===== config.mk =====
export PLATFORM = sky130hd
export DESIGN_NAME = chip_bank_sched_flat
export DESIGN_NICKNAME = d
export VERILOG_FILES = /design/src/rtl/chip_bank_sched_if.sv /design/src/rtl/chip_bank_sched.sv /design/src/flat_wrapper.sv
export SDC_FILE = /design/constraint.sdc
export NUM_CORES = 1
export LEC_CHECK = 0
export ABC_AREA = 1
export CORE_MARGIN = 3
export CORE_UTILIZATION = 50
export CTS_CLUSTER_SIZE = 25
export DETAILED_ROUTE_END_ITERATION = 12
export GPL_ROUTABILITY_DRIVEN = 0
export PLACE_DENSITY = 0.76
export SYNTH_ARGS = -nofsm -noshare
export SYNTH_HDL_FRONTEND = slang
export SYNTH_SLANG_ARGS = --single-unit

===== constraint.sdc =====
create_clock -name clk -period 3.2 [get_ports clk]
set_clock_uncertainty 0.2 [all_clocks]
set_input_delay 0.64 -clock clk [delete_from_list [all_inputs] [get_ports clk]]
set_output_delay 0.64 -clock clk [all_outputs]
set_load 0.02 [all_outputs]

===== src/rtl/chip_bank_sched_if.sv =====
// ---------------------------------------------------------------------------
// chip_bank_sched_if
//
// Command channel between a memory controller front end and chip_bank_sched.
//   cmd_valid  master -> slave   command present
//   cmd_ready  slave  -> master  command consumed this cycle if cmd_valid is high
//   cmd_op     master -> slave   00=ACT, 01=RD, 10=WR, 11=PRE
//   cmd_bg     master -> slave   target bank group
//   cmd_ba     master -> slave   target bank within the group
//   cmd_row    master -> slave   row address (ACT only)
//   cmd_col    master -> slave   start column (RD/WR only)
//   cmd_err    slave  -> master  pulse: the consumed command was illegal and dropped
//
// The widths must match the parameters of the chip_bank_sched instance that
// uses this interface.
// ---------------------------------------------------------------------------
interface chip_bank_sched_if #(
    parameter int BGWIDTH  = 2,
    parameter int BAWIDTH  = 2,
    parameter int COLWIDTH = 10,
    parameter int CHWIDTH  = 5
) ();
    logic                cmd_valid;
    logic                cmd_ready;
    logic [1:0]          cmd_op;
    logic [BGWIDTH-1:0]  cmd_bg;
    logic [BAWIDTH-1:0]  cmd_ba;
    logic [CHWIDTH-1:0]  cmd_row;
    logic [COLWIDTH-1:0] cmd_col;
    logic                cmd_err;

    modport master (
        output cmd_valid, cmd_op, cmd_bg, cmd_ba, cmd_row, cmd_col,
        input  cmd_ready, cmd_err
    );

    modport slave (
        input  cmd_valid, cmd_op, cmd_bg, cmd_ba, cmd_row, cmd_col,
        output cmd_ready, cmd_err
    );
endinterface


===== src/rtl/chip_bank_sched.sv =====
// ---------------------------------------------------------------------------
// chip_bank_sched
//
// Command scheduler in front of one DRAM chip model with
// 2**BGWIDTH x 2**BAWIDTH banks. One ACT/RD/WR/PRE command is consumed per
// cycle over the cmd interface. Each bank runs its own
// IDLE/ACTIVATING/ACTIVE/PRECHARGING state machine with tRCD/tRAS/tRP
// timers; a single burst engine drives BL-beat read/write bursts onto the
// per-bank rd_o_wr/column outputs.
//
// Ports
//   clk           clock
//   rst           synchronous active-high reset (aborts bursts and timers)
//   cmd           chip_bank_sched_if.slave command channel
//   rd_o_wr       [bg][ba] 1=write, 0=read; only the burst target is non-zero
//   row           [bg][ba] row latched by the last accepted ACT
//   column        [bg][ba] column of the current beat; holds after the burst
//   burst_active  a burst beat is on the bus this cycle
//   burst_last    final beat of the current burst
//   bank_open     per-bank ACTIVE flag, index = bg*2**BAWIDTH + ba
//
// Optional build macro CHIP_BANK_SCHED_STATS_EN adds saturating 32-bit
// counters stat_act, stat_rd, stat_wr (accepted commands) and stat_err
// (cmd_err pulses), all cleared by rst.
// ---------------------------------------------------------------------------
module chip_bank_sched #(
    parameter int BGWIDTH  = 2,
    parameter int BAWIDTH  = 2,
    parameter int COLWIDTH = 10,
    parameter int CHWIDTH  = 5,
    parameter int BL       = 8,
    parameter int TRCD     = 4,
    parameter int TRAS     = 10,
    parameter int TRP      = 4
) (
    input  logic                clk,
    input  logic                rst,
    chip_bank_sched_if.slave    cmd,
    output logic                rd_o_wr [2**BGWIDTH][2**BAWIDTH],
    output logic [CHWIDTH-1:0]  row     [2**BGWIDTH][2**BAWIDTH],
    output logic [COLWIDTH-1:0] column  [2**BGWIDTH][2**BAWIDTH],
    output logic                burst_active,
    output logic                burst_last,
    output logic [(2**BGWIDTH)*(2**BAWIDTH)-1:0] bank_open
`ifdef CHIP_BANK_SCHED_STATS_EN
    ,
    output logic [31:0]         stat_act,
    output logic [31:0]         stat_rd,
    output logic [31:0]         stat_wr,
    output logic [31:0]         stat_err
`endif
);

    localparam int BANKSPERGROUP = 2**BAWIDTH;
    localparam int NB            = (2**BGWIDTH) * BANKSPERGROUP;
    localparam int BIDX          = BGWIDTH + BAWIDTH;
    localparam int LBL           = $clog2(BL);
    localparam int TMAX_RC       = (TRAS > TRCD) ? TRAS : TRCD;
    localparam int TMAX          = (TMAX_RC > TRP) ? TMAX_RC : TRP;
    localparam int TW            = $clog2(TMAX + 1);

    localparam logic [1:0] OP_ACT = 2'b00;
    localparam logic [1:0] OP_RD  = 2'b01;
    localparam logic [1:0] OP_WR  = 2'b10;
    localparam logic [1:0] OP_PRE = 2'b11;

    localparam logic [TW-1:0]  T_ONE     = TW'(1);
    localparam logic [TW-1:0]  T_RCD     = TW'(TRCD - 1);
    localparam logic [TW-1:0]  T_RAS     = TW'(TRAS - 1);
    localparam logic [TW-1:0]  T_RP      = TW'(TRP - 1);
    localparam logic [LBL-1:0] B_ONE     = LBL'(1);
    localparam logic [LBL-1:0] B_LAST    = LBL'(BL - 1);

    typedef enum logic [1:0] {
        ST_IDLE        = 2'd0,
        ST_ACTIVATING  = 2'd1,
        ST_ACTIVE      = 2'd2,
        ST_PRECHARGING = 2'd3
    } bank_state_t;

    // Per-bank state exported from the generate blocks for command decode.
    bank_state_t         state_arr [NB];
    logic [NB-1:0]       tras_zero;

    // Command decode.
    logic [BIDX-1:0]     sel;
    bank_state_t         sel_state;
    logic                sel_is_target;
    logic                engine_free;
    logic                cmd_legal;
    logic                cmd_stall;
    logic                cmd_accept;
    logic                go_act;
    logic                go_rw;
    logic                go_pre;

    // Burst engine.
    logic                burst_active_reg;
    logic [LBL-1:0]      beat_reg;
    logic [BIDX-1:0]     tgt_reg;
    logic                wr_reg    [NB];
    logic [COLWIDTH-1:0] col_reg   [NB];

    assign sel = {cmd.cmd_bg, cmd.cmd_ba};

    // -----------------------------------------------------------------------
    // Legality / stall decode for the presented command. A command is either
    // legal now, stalled (legal later once a timer or the burst engine frees
    // up), or permanently illegal; only the stall case holds cmd_ready low.
    // -----------------------------------------------------------------------
    always_comb begin
        sel_state     = state_arr[sel];
        sel_is_target = burst_active_reg && (tgt_reg == sel);
        engine_free   = !burst_active_reg || burst_last;
        cmd_legal     = 1'b0;
        cmd_stall     = 1'b0;
        case (cmd.cmd_op)
            OP_ACT: begin
                if (sel_state == ST_IDLE) begin
                    cmd_legal = 1'b1;
                end else if (sel_state == ST_PRECHARGING) begin
                    cmd_stall = 1'b1;
                end
            end
            OP_RD, OP_WR: begin
                if (sel_state == ST_ACTIVE) begin
                    // A new burst may start on the last beat of the current one.
                    if (engine_free) begin
                        cmd_legal = 1'b1;
                    end else begin
                        cmd_stall = 1'b1;
                    end
                end else if (sel_state == ST_ACTIVATING) begin
                    cmd_stall = 1'b1;
                end
            end
            default: begin
                if (sel_state == ST_ACTIVE) begin
                    // The burst target stays open until its last beat is gone.
                    if (tras_zero[sel] && !sel_is_target) begin
                        cmd_legal = 1'b1;
                    end else begin
                        cmd_stall = 1'b1;
                    end
                end else if (sel_state == ST_ACTIVATING) begin
                    cmd_stall = 1'b1;
                end else begin
                    // PRE to a closed or closing bank is a harmless no-op.
                    cmd_legal = 1'b1;
                end
            end
        endcase
    end

    assign cmd.cmd_ready = !rst && !cmd_stall;
    assign cmd_accept    = cmd.cmd_valid && cmd.cmd_ready;
    assign cmd.cmd_err   = cmd_accept && !cmd_legal;
    assign go_act        = cmd_accept && cmd_legal && (cmd.cmd_op == OP_ACT);
    assign go_rw         = cmd_accept && cmd_legal &&
                           ((cmd.cmd_op == OP_RD) || (cmd.cmd_op == OP_WR));
    assign go_pre        = cmd_accept && cmd_legal && (cmd.cmd_op == OP_PRE) &&
                           (sel_state == ST_ACTIVE);

    // -----------------------------------------------------------------------
    // Per-bank state machines and timers.
    // -----------------------------------------------------------------------
    genvar gi;
    generate
        for (gi = 0; gi < NB; gi++) begin : g_bank
            localparam int BGI = gi / BANKSPERGROUP;
            localparam int BAI = gi % BANKSPERGROUP;

            bank_state_t        state_reg;
            bank_state_t        state_next;
            logic [TW-1:0]      trcd_reg;
            logic [TW-1:0]      tras_reg;
            logic [TW-1:0]      trp_reg;
            logic [CHWIDTH-1:0] row_reg;
            logic               hit;

            assign hit = (sel == BIDX'(gi));

            always_ff @(posedge clk) begin
                if (rst) begin
                    state_reg <= ST_IDLE;
                end else begin
                    state_reg <= state_next;
                end
            end

            // Transitions fire on the edge where the timer steps from 1 to 0,
            // so the new state is visible in the cycle the timer reads 0.
            // A timer loaded with 0 (parameter of 1) skips its waiting state.
            always_comb begin
                state_next = state_reg;
                case (state_reg)
                    ST_IDLE: begin
                        if (go_act && hit) begin
                            state_next = (TRCD <= 1) ? ST_ACTIVE : ST_ACTIVATING;
                        end
                    end
                    ST_ACTIVATING: begin
                        if (trcd_reg <= T_ONE) begin
                            state_next = ST_ACTIVE;
                        end
                    end
                    ST_ACTIVE: begin
                        if (go_pre && hit) begin
                            state_next = (TRP <= 1) ? ST_IDLE : ST_PRECHARGING;
                        end
                    end
                    ST_PRECHARGING: begin
                        if (trp_reg <= T_ONE) begin
                            state_next = ST_IDLE;
                        end
                    end
                    default: state_next = ST_IDLE;
                endcase
            end

            always_ff @(posedge clk) begin
                if (rst) begin
                    trcd_reg <= '0;
                    tras_reg <= '0;
                    trp_reg  <= '0;
                    row_reg  <= '0;
                end else begin
                    if (go_act && hit) begin
                        trcd_reg <= T_RCD;
                        tras_reg <= T_RAS;
                        row_reg  <= cmd.cmd_row;
                    end else begin
                        trcd_reg <= (trcd_reg != '0) ? trcd_reg - T_ONE : '0;
                        tras_reg <= (tras_reg != '0) ? tras_reg - T_ONE : '0;
                    end
                    if (go_pre && hit) begin
                        trp_reg <= T_RP;
                    end else begin
                        trp_reg <= (trp_reg != '0) ? trp_reg - T_ONE : '0;
                    end
                end
            end

            assign state_arr[gi]     = state_reg;
            assign tras_zero[gi]     = (tras_reg == '0);
            assign bank_open[gi]     = (state_reg == ST_ACTIVE);
            assign row[BGI][BAI]     = row_reg;
            assign rd_o_wr[BGI][BAI] = wr_reg[gi];
            assign column[BGI][BAI]  = col_reg[gi];
        end
    endgenerate

    // -----------------------------------------------------------------------
    // Burst engine. Beat 0 is registered on the accepting edge, so the first
    // beat appears the cycle after RD/WR is consumed. Columns step through
    // the BL-aligned block, wrapping in the low log2(BL) bits.
    // -----------------------------------------------------------------------
    assign burst_active = burst_active_reg;
    assign burst_last   = burst_active_reg && (beat_reg == B_LAST);

    always_ff @(posedge clk) begin
        if (rst) begin
            burst_active_reg <= 1'b0;
            beat_reg         <= '0;
            tgt_reg          <= '0;
            for (int i = 0; i < NB; i++) begin
                wr_reg[i]  <= 1'b0;
                col_reg[i] <= '0;
            end
        end else if (go_rw) begin
            burst_active_reg <= 1'b1;
            beat_reg         <= '0;
            tgt_reg          <= sel;
            for (int i = 0; i < NB; i++) begin
                wr_reg[i] <= 1'b0;
            end
            wr_reg[sel]  <= (cmd.cmd_op == OP_WR);
            col_reg[sel] <= cmd.cmd_col;
        end else if (burst_active_reg) begin
            if (burst_last) begin
                burst_active_reg <= 1'b0;
                wr_reg[tgt_reg]  <= 1'b0;
            end else begin
                beat_reg         <= beat_reg + B_ONE;
                col_reg[tgt_reg] <= {col_reg[tgt_reg][COLWIDTH-1:LBL],
                                     col_reg[tgt_reg][LBL-1:0] + B_ONE};
            end
        end
    end

`ifdef CHIP_BANK_SCHED_STATS_EN
    // -----------------------------------------------------------------------
    // Saturating command statistics.
    // -----------------------------------------------------------------------
    logic go_rd;
    logic go_wr;

    assign go_rd = go_rw && (cmd.cmd_op == OP_RD);
    assign go_wr = go_rw && (cmd.cmd_op == OP_WR);

    always_ff @(posedge clk) begin
        if (rst) begin
            stat_act <= '0;
            stat_rd  <= '0;
            stat_wr  <= '0;
            stat_err <= '0;
        end else begin
            if (go_act && (stat_act != '1)) stat_act <= stat_act + 32'd1;
            if (go_rd && (stat_rd != '1)) stat_rd <= stat_rd + 32'd1;
            if (go_wr && (stat_wr != '1)) stat_wr <= stat_wr + 32'd1;
            if (cmd.cmd_err && (stat_err != '1)) stat_err <= stat_err + 32'd1;
        end
    end
`endif

endmodule


===== src/flat_wrapper.sv =====
// flat-port wrapper written by rule: the top's interface ports become plain ports
module chip_bank_sched_flat 
#(
    parameter int BGWIDTH  = 2,
    parameter int BAWIDTH  = 2,
    parameter int COLWIDTH = 10,
    parameter int CHWIDTH  = 5,
    parameter int BL       = 8,
    parameter int TRCD     = 4,
    parameter int TRAS     = 10,
    parameter int TRP      = 4
)
  (clk, rst, rd_o_wr, row, column, burst_active, burst_last, bank_open, cmd_cmd_valid, cmd_cmd_op, cmd_cmd_bg, cmd_cmd_ba, cmd_cmd_row, cmd_cmd_col, cmd_cmd_ready, cmd_cmd_err);
  chip_bank_sched_if #(.BGWIDTH(BGWIDTH), .BAWIDTH(BAWIDTH), .COLWIDTH(COLWIDTH), .CHWIDTH(CHWIDTH)) cmd_i ();
  input  logic clk;
  input  logic rst;
  output logic rd_o_wr[2**BGWIDTH][2**BAWIDTH];
  output logic [CHWIDTH-1:0] row[2**BGWIDTH][2**BAWIDTH];
  output logic [COLWIDTH-1:0] column[2**BGWIDTH][2**BAWIDTH];
  output logic burst_active;
  output logic burst_last;
  output logic [(2**BGWIDTH)*(2**BAWIDTH)-1:0] bank_open;
  input wire logic [$bits(cmd_i.cmd_valid)-1:0] cmd_cmd_valid;
  input wire logic [$bits(cmd_i.cmd_op)-1:0] cmd_cmd_op;
  input wire logic [$bits(cmd_i.cmd_bg)-1:0] cmd_cmd_bg;
  input wire logic [$bits(cmd_i.cmd_ba)-1:0] cmd_cmd_ba;
  input wire logic [$bits(cmd_i.cmd_row)-1:0] cmd_cmd_row;
  input wire logic [$bits(cmd_i.cmd_col)-1:0] cmd_cmd_col;
  output wire logic [$bits(cmd_i.cmd_ready)-1:0] cmd_cmd_ready;
  output wire logic [$bits(cmd_i.cmd_err)-1:0] cmd_cmd_err;
  assign cmd_i.cmd_valid = cmd_cmd_valid;
  assign cmd_i.cmd_op = cmd_cmd_op;
  assign cmd_i.cmd_bg = cmd_cmd_bg;
  assign cmd_i.cmd_ba = cmd_cmd_ba;
  assign cmd_i.cmd_row = cmd_cmd_row;
  assign cmd_i.cmd_col = cmd_cmd_col;
  assign cmd_cmd_ready = cmd_i.cmd_ready;
  assign cmd_cmd_err = cmd_i.cmd_err;
  chip_bank_sched #(.BGWIDTH(BGWIDTH), .BAWIDTH(BAWIDTH), .COLWIDTH(COLWIDTH), .CHWIDTH(CHWIDTH), .BL(BL), .TRCD(TRCD), .TRAS(TRAS), .TRP(TRP)) u_core (.clk(clk), .rst(rst), .cmd(cmd_i), .rd_o_wr(rd_o_wr), .row(row), .column(column), .burst_active(burst_active), .burst_last(burst_last), .bank_open(bank_open));
endmodule

==> flow_summary.json <==
{
  "layout.nets": 3315,
  "syn_inst": 2738,
  "cellPowerDensity_nw_per_um2": 685,
  "cts.sinks": 492,
  "overflow": 0,
  "period_needed_ns": 3.43,
  "portBuffers": 299,
  "synth.avg_cell_area_um2": 8.37,
  "ctsHoldBuffers": 0,
  "start_util_pct": 51.3,
  "period_share_pct": 107,
  "maxSlewViolCount": 0,
  "max_freq_mhz": 292,
  "startpoint_type": "flip-flop",
  "grt_pass1_wl_um": 105000,
  "ys_seq_area_share_pct": 50.7,
  "postRouteAntennaNets": 0,
  "yosysTopAreaCell": "dfxtp_1",
  "critPathRequiredTime_ns": 2.36,
  "largest_register_ffs": 160,
  "grt_max_degree": 100,
  "dp.cells": 3657,
  "dpl.hpwl_um": 49700,
  "grt_antenna_before_repair": 5,
  "dieArea_um2": 48400,
  "rsz0062_at_grt": "true",
  "synthFlopType": "dfxtp_1",
  "setup_ws_ns": -0.230,
  "drtIter0Drc": 1682,
  "leakagePower_nw": 13.0,
  "syn_nets": 2881,
  "ios": 300,
  "fill_cells": 3253,
  "irDropWorstVdd_uv": 547,
  "async_flop_share_pct": 0,
  "synth.distinct_cells": 44,
  "failed_checks": "negative setup slack",
  "cap_violations": 0,
  "core_area_um2": 44700,
  "ys_ff_latch": 492,
  "post-route-drc-count": 0,
  "synth_edf_count": 176,
  "synth_area_leaders": "dfxtp_1 28%, edfxtp_1 23%, nand2_1 9.0%",
  "ys_warn_count": 0,
  "cts_buffer_depth": 3,
  "grt_use_total_pct": 27.2,
  "clk_latency_ns": 0.61,
  "critPathKind": "flip-flop to output pin",
  "clock-root-buffer": "clkbuf_16",
  "hold_path_class": "flip-flop to flip-flop",
  "fin_cells": 3806,
  "cts-htree-levels": 2,
  "synth_top_area_share_pct": 27.6,
  "postLayoutCellArea_um2": 31000,
  "setup_viol": 180,
  "drt_pre_antenna_iters": 6,
  "cp.arrival_ns": 2.59,
  "num_rows": 77,
  "dr_total_vias": 21000,
  "cts_inserted_buffers": 51,
  "drive_above_1_share_pct": 17.5,
  "hold_viol": 0,
  "tritoncts": "built",
  "status": "finished, violations left",
  "die-height_um": 220,
  "cp-end-kind": "output pin",
  "syn_area_um2": 22900,
  "wire_per_inst_um": 18.6,
  "clk_transition_reported_paths_ns": 0.06,
  "via_per_inst": 5.52,
  "fin_setup_tns_ns": -11.99,
  "die_w_um": 220,
  "crit_fanout": 2,
  "routed_wl_um": 71000,
  "fin_util_pct": 69.4,
  "syn_to_final_growth_pct": 35.5,
  "max-slew-margin-rel_pct": 44.0,
  "worstMarginPinSlew_ns": 0.839,
  "power_mw": 21.3,
  "grt_pass1_vias": 20300,
  "placed_cell_area_um2": 27800
}
-- layer usage --
layer	vias up	wire length [um]	global-route usage (%)
li1	9852	-	-
met1	9942	25900	30.9
met2	996	36200	50.2
met3	200	6170	5.86
met4	8	2690	9.87
met5	-	51	0
-- where the power goes --
group	switching [mW]	internal (mW)	leakage [nW]
registers	0.746	7.30	4.40
clock network	2.57	3.59	0.838
logic	4.09	2.97	7.73
total	7.41	13.9	13.0
-- final cells by class --
type	instances	area [um^2]	area share [%]
timing repair buffer	512	5190	16.7
clock buffer	66	1400	4.51
inverter	248	955	3.08
antenna	1	2.50	0.00806
tap	592	741	2.39
sequential	492	11600	37.5
clock inverter	28	324	1.04
timing repair inverter	1	7.51	0.0242
multi-input combinational	1866	10800	34.7
-- per-stage QoR --
stage / worst slack, ns / hold slack, ns
after floorplan: -0.101 / 0.222
after global placement: -0.760 / 0.228
after detailed placement: -0.850 / 0.234
after CTS: -0.254 / 0.241
after global routing: -0.356 / 0.270
final: -0.230 / 0.242
-- what timing repair did --
| action | 4_1_cts | 5_1_grt |
|---|---|---|
| pin swaps | 26 | 28 |
| resized for setup | 124 | 176 |
| cloned | 2 | 9 |
| endpoints found under the setup margin | 400 | 545 |
| buffers inserted | 18 | 26 |
-- Yosys cell counts, types with 5 or more instances --
cell / number
a211oi_1: 17
a21oi_1: 137
a31oi_1: 15
buf_1: 16
buf_2: 36
buf_4: 27
clkbuf_1: 52
dfxtp_1: 316
edfxtp_1: 176
ha_1: 119
inv_1: 239
inv_2: 5
mux2i_1: 40
nand2_1: 549
nand3_1: 142
nand3_2: 5
nand4_1: 16
nor2_1: 448
nor2_2: 15
nor3_1: 19
nor3b_1: 10
o211ai_1: 19
o21ai_0: 207
o21ai_1: 8
o21bai_1: 8
o22ai_1: 14
o31ai_1: 18
or2_2: 11
xnor2_1: 18
xor2_1: 5
-- path summary, 6_finish.rpt --
| path | start | end | slack, ns | cells after the start |
|---|---|---|---|---|
| worst max-delay path | u_core.g_bank[15].tras_reg[0] | cmd_cmd_err | -0.23 | 18 |
| worst min-delay path | u_core.g_bank[3].trcd_reg[3] | u_core.g_bank[3].trcd_reg[3] | 0.24 | 2 |
| worst max register to register | u_core.g_bank[15].tras_reg[1] | u_core.col_reg[11][0] | -0.14 | 24 |
| worst min register to register | u_core.g_bank[3].trcd_reg[3] | u_core.g_bank[3].trcd_reg[3] | 0.24 | 2 |
-- kinds of logic after synthesis --
group,synth area share [%]
DFF,50.7
and+or+nand+nor,22.0
muxes,1.75
AOI/OAI and AO/OA,11.2
buffers and inverters,7.06
adders and majority gates,6.50
xor gates and xnor gates,0.879
-- layout by cell type (no fill, tap or decap), drive strengths merged, types with 4 or more instances in the layout --
| cell type | instances |
|---|---|
| nand2 | 552 |
| nor2 | 465 |
| dfxtp | 316 |
| clkdlybuf4s50 | 291 |
| inv | 247 |
| o21ai | 223 |
| buf | 210 |
| edfxtp | 176 |
| nand3 | 148 |
| a21oi | 139 |
| ha | 119 |
| clkbuf | 74 |
| mux2i | 40 |
| o211ai | 19 |
| nor3 | 19 |
| xnor2 | 18 |
| o31ai | 18 |
| a211oi | 17 |
| nand4 | 17 |
| clkinv | 16 |
| a31oi | 15 |
| o22ai | 14 |
| or2 | 11 |
| nor3b | 10 |
| o21bai | 8 |
| clkinvlp | 8 |
| bufinv | 6 |
| xor2 | 5 |
| and3 | 4 |
-- worst max-delay path, cell delays in order (launching register included) --
cell and delay, ns:
dfxtp_1 0.35, inv_2 0.07, ha_4 0.16, nand2_4 0.09, nand2_2 0.07, nand2_1 0.08, nor2_1 0.05, nor2_1 0.08
nor2_1 0.05, nand3_1 0.08, nand2_1 0.07, nand2_1 0.08, nand2_2 0.07, buf_4 0.14, nand2_2 0.06, inv_2 0.05
buf_4 0.14, nor2_4 0.15, buf_6 0.15
Note: power is estimated with default switching activity, not from simulation.
==> RTL edit: new RTL, same settings <==
`TRP` is set to 4 in 2 places; all go to 2.
--- a/src/rtl/chip_bank_sched.sv
+++ b/src/rtl/chip_bank_sched.sv
@@ -33,3 +33,3 @@
     parameter int TRAS     = 10,
-    parameter int TRP      = 4
+    parameter int TRP      = 2
 ) (
--- a/src/flat_wrapper.sv
+++ b/src/flat_wrapper.sv
@@ -10,3 +10,3 @@
     parameter int TRAS     = 10,
-    parameter int TRP      = 4
+    parameter int TRP      = 2
 )
Function: not settled (the Yosys comparison gave no result); the edit may change what the design does.
==> RTL edit against the unedited design <==
The flow still finishes with violations (setup timing). Die area grew 2.3%. Sequential cell count did not move. Fmax up 3.2%. Total power grew 8.8%. Setup slack better by 0.11 ns. Design area grew 4.7%. Critical path depth up 4. Core utilization is 1.4 points higher. Non-clock buffer count up 35. Sequential share of layout area down 1.8 points. Via count is 4.6% higher. Synthesized area up 2.3%. Wire length grew 9.8%.
==> RTL edit: results (changes against the unedited design) <==
[status] status finished, violations left
[status] violated checks setup timing
[timing] number of setup violations in the final report 256 [+42%]
[drt] via-per-instance ratio 5.68 [+2.9%]
[yosys] Post-Synthesis Cells 2,749 [+0.40%]
[timing] Worst Hold Margin 0.243 ns [+0.000865 ns]
[power] maximum ir drop on the vdd rail 0.000632 V [+15%]
[worst_setup_path] data arrival time of the critical path 3.43 ns [+0.84 ns]
[worst_setup_path] crit-path max cell delay 0.32 ns [-0.03 ns]
[global_routing] largest net degree at the start of global routing 141 [+41%]
[place] number of buffers added on ports 299 [unchanged]
[yosys] count of unique library cells instantiated by Yosys 43 [-2.3%]
[yosys] synth top area cells sky130_fd_sc_hd__dfxtp_1, sky130_fd_sc_hd__edfxtp_1, sky130_fd_sc_hd__ha_1
[yosys] Synthesized Nets 2,925 [+1.5%]
[timing] slack of the critical path -0.123 ns [+0.107 ns]
[worst_setup_path] length in cells of the worst reg-to-reg path 22 [-8.3%]
[worst_setup_path] reg2reg end u_core.col_reg[11][8]$_SDFFCE_PN0P_
[yosys] sequential share of the synthesized area 49.5% [-1.2 points]
[yosys] number of enable-type register cells in the synthesized netlist 176 [unchanged]
[global_routing] number of antenna violations at the first check in global routing 1 [-4]
[global_routing] global-route usage over all layers 27.1% [-0.10 points]
[timing] post-route setup TNS -12.26 ns [-0.262 ns]
[finish] non-filler cells, final 3,867 [+1.6%]
[drt] Pre-antenna DRT Iters 8 [+2]
[power] static leakage power 13.5 nW [+3.8%]
[clock_network] Clock Latency Late Sink 0.61 ns [about the same]
[clock_network] clock root cell sky130_fd_sc_hd__clkbuf_16
[place] placed wire-length estimate 50.8 mm [+2.3%]
[yosys] mux share of post-synthesis cell area 1.66% [-0.082 points]
[global_routing] number of global-route vias before repair 20,700 [+1.8%]
[yosys] synthesized-area fraction occupied by adder cells 8.11% [+1.6 points]
[yosys] area fraction in compound gates after synthesis 10.3% [-0.85 points]
[yosys] xor and xnor area share after synthesis 1.49% [+0.62 points]
[clock_network] maximum level of the CTS H-tree 2 [unchanged]
[global_routing] global-route wire length before repair 109 mm [+3.7%]
[clock_network] maximum count of clock buffers along a single path 3 [unchanged]
[drt] number of design-rule violations left by the first detailed-router iteration 2,433 [+45%]
[drt] average detailed-routed wire length per instance 20.1 µm [+8.0%]
[finish] proportion of layout cells with a drive suffix above 1 20.6% [+3.1 points]
[clock_network] Reg clk slew, reported paths 0.07 ns
[finish] Final #Nets 3,402 [+2.6%]
[finish] Largest register FFs 160 [unchanged]
[yosys] most frequent cells after synthesis sky130_fd_sc_hd__nand2_1, sky130_fd_sc_hd__nor2_1, sky130_fd_sc_hd__dfxtp_1
[place] cell total after placement 3,705 [+1.3%]
[worst_setup_path] startpoint-to-endpoint class of the critical path reg -> reg
[timing] actual transition at the worst max-transition pin 1.04 ns [+0.198 ns]
[worst_setup_path] largest fanout of any net on the critical path 7 [+5]
[worst_setup_path] worst flop-to-flop path startpoint u_core.g_bank[15].tras_reg[0]$_SDFF_PP0_
[clock_network] TritonCTS Buffers 50 [-2.0%]
-- RTL edit: cell count changes in the layout (fill, tap and decap cells not counted), sizes merged, moves of 13 or more --
cell    delta
o21ai     -20
nand3     +45
o211ai    +19
nand2     -43
buf       +31
a21oi     -13
ha        +33
-- RTL edit: report_power, final --
part           leakage [nW]  switching [mW]  internal (mW)
clock                 0.798            2.60           3.32
combinational          8.25            5.08           3.69
sequential             4.40           0.897           7.54
total                  13.5            8.58           14.6
-- RTL edit: worst min path at each step --
| stage | start | endpoint | depth (start not counted) |
|---|---|---|---|
| 2_1_floorplan | u_core.g_bank[13].tras_reg[0]$_SDFF_PP0_ | u_core.g_bank[13].tras_reg[0]$_SDFF_PP0_ | 1 |
| 3_3_place_gp | u_core.g_bank[15].trcd_reg[3]$_SDFF_PP0_ | u_core.g_bank[15].trcd_reg[3]$_SDFF_PP0_ | 2 |
| 3_5_place_dp | u_core.g_bank[9].trcd_reg[3]$_SDFF_PP0_ | u_core.g_bank[9].trcd_reg[3]$_SDFF_PP0_ | 2 |
| 4_1_cts | u_core.g_bank[9].trcd_reg[3]$_SDFF_PP0_ | u_core.g_bank[9].trcd_reg[3]$_SDFF_PP0_ | 2 |
| 5_1_grt | u_core.g_bank[12].tras_reg[0]$_SDFF_PP0_ | u_core.g_bank[12].tras_reg[0]$_SDFF_PP0_ | 1 |
| 6_report | u_core.g_bank[12].tras_reg[0]$_SDFF_PP0_ | u_core.g_bank[12].tras_reg[0]$_SDFF_PP0_ | 1 |
-- RTL edit: stage by stage --
stage	instance area (µm²)	setup WS, ns
2_1_floorplan	23700	-0.0115
3_3_place_gp	28500	-0.926
3_5_place_dp	28500	-1.02
4_1_cts	30500	-0.136
5_1_grt	32500	-0.283
6_report	32500	-0.123
-- RTL edit: final cells by class --
class                           count  area, µm²
Fill cell                        3123      13400
Antenna cell                        1       2.50
Tap cell                          600        751
Clock buffer                       63       1380
Timing Repair Buffer              547       5670
Inverter                          256        985
Clock inverter                     29        269
Sequential cell                   492      11600
Multi-Input combinational cell   1879      11800
-- RTL edit: kinds of logic after synthesis --
logic type / Yosys count
mux: 39
flops: 492
compound gates: 425
simple gates: 1210
xor+xnor: 40
fa+ha+maj: 152
buf+inv: 391
-- RTL edit: metal layers --
| layer | track usage (%) | wire (µm) |
|---|---|---|
| met5 | 0 | 0 |
| met4 | 11.2 | 4140 |
| met1 | 31.8 | 28300 |
| met2 | 48.0 | 38100 |
| met3 | 6.04 | 7350 |
-- RTL edit: timing repair --
action | in CTS | in global routing
gates cloned | 4 | 23
setup endpoints to repair | 517 | 510
buffers inserted | 10 | 32
resized for setup | 107 | 345
pin swaps | 18 | 40
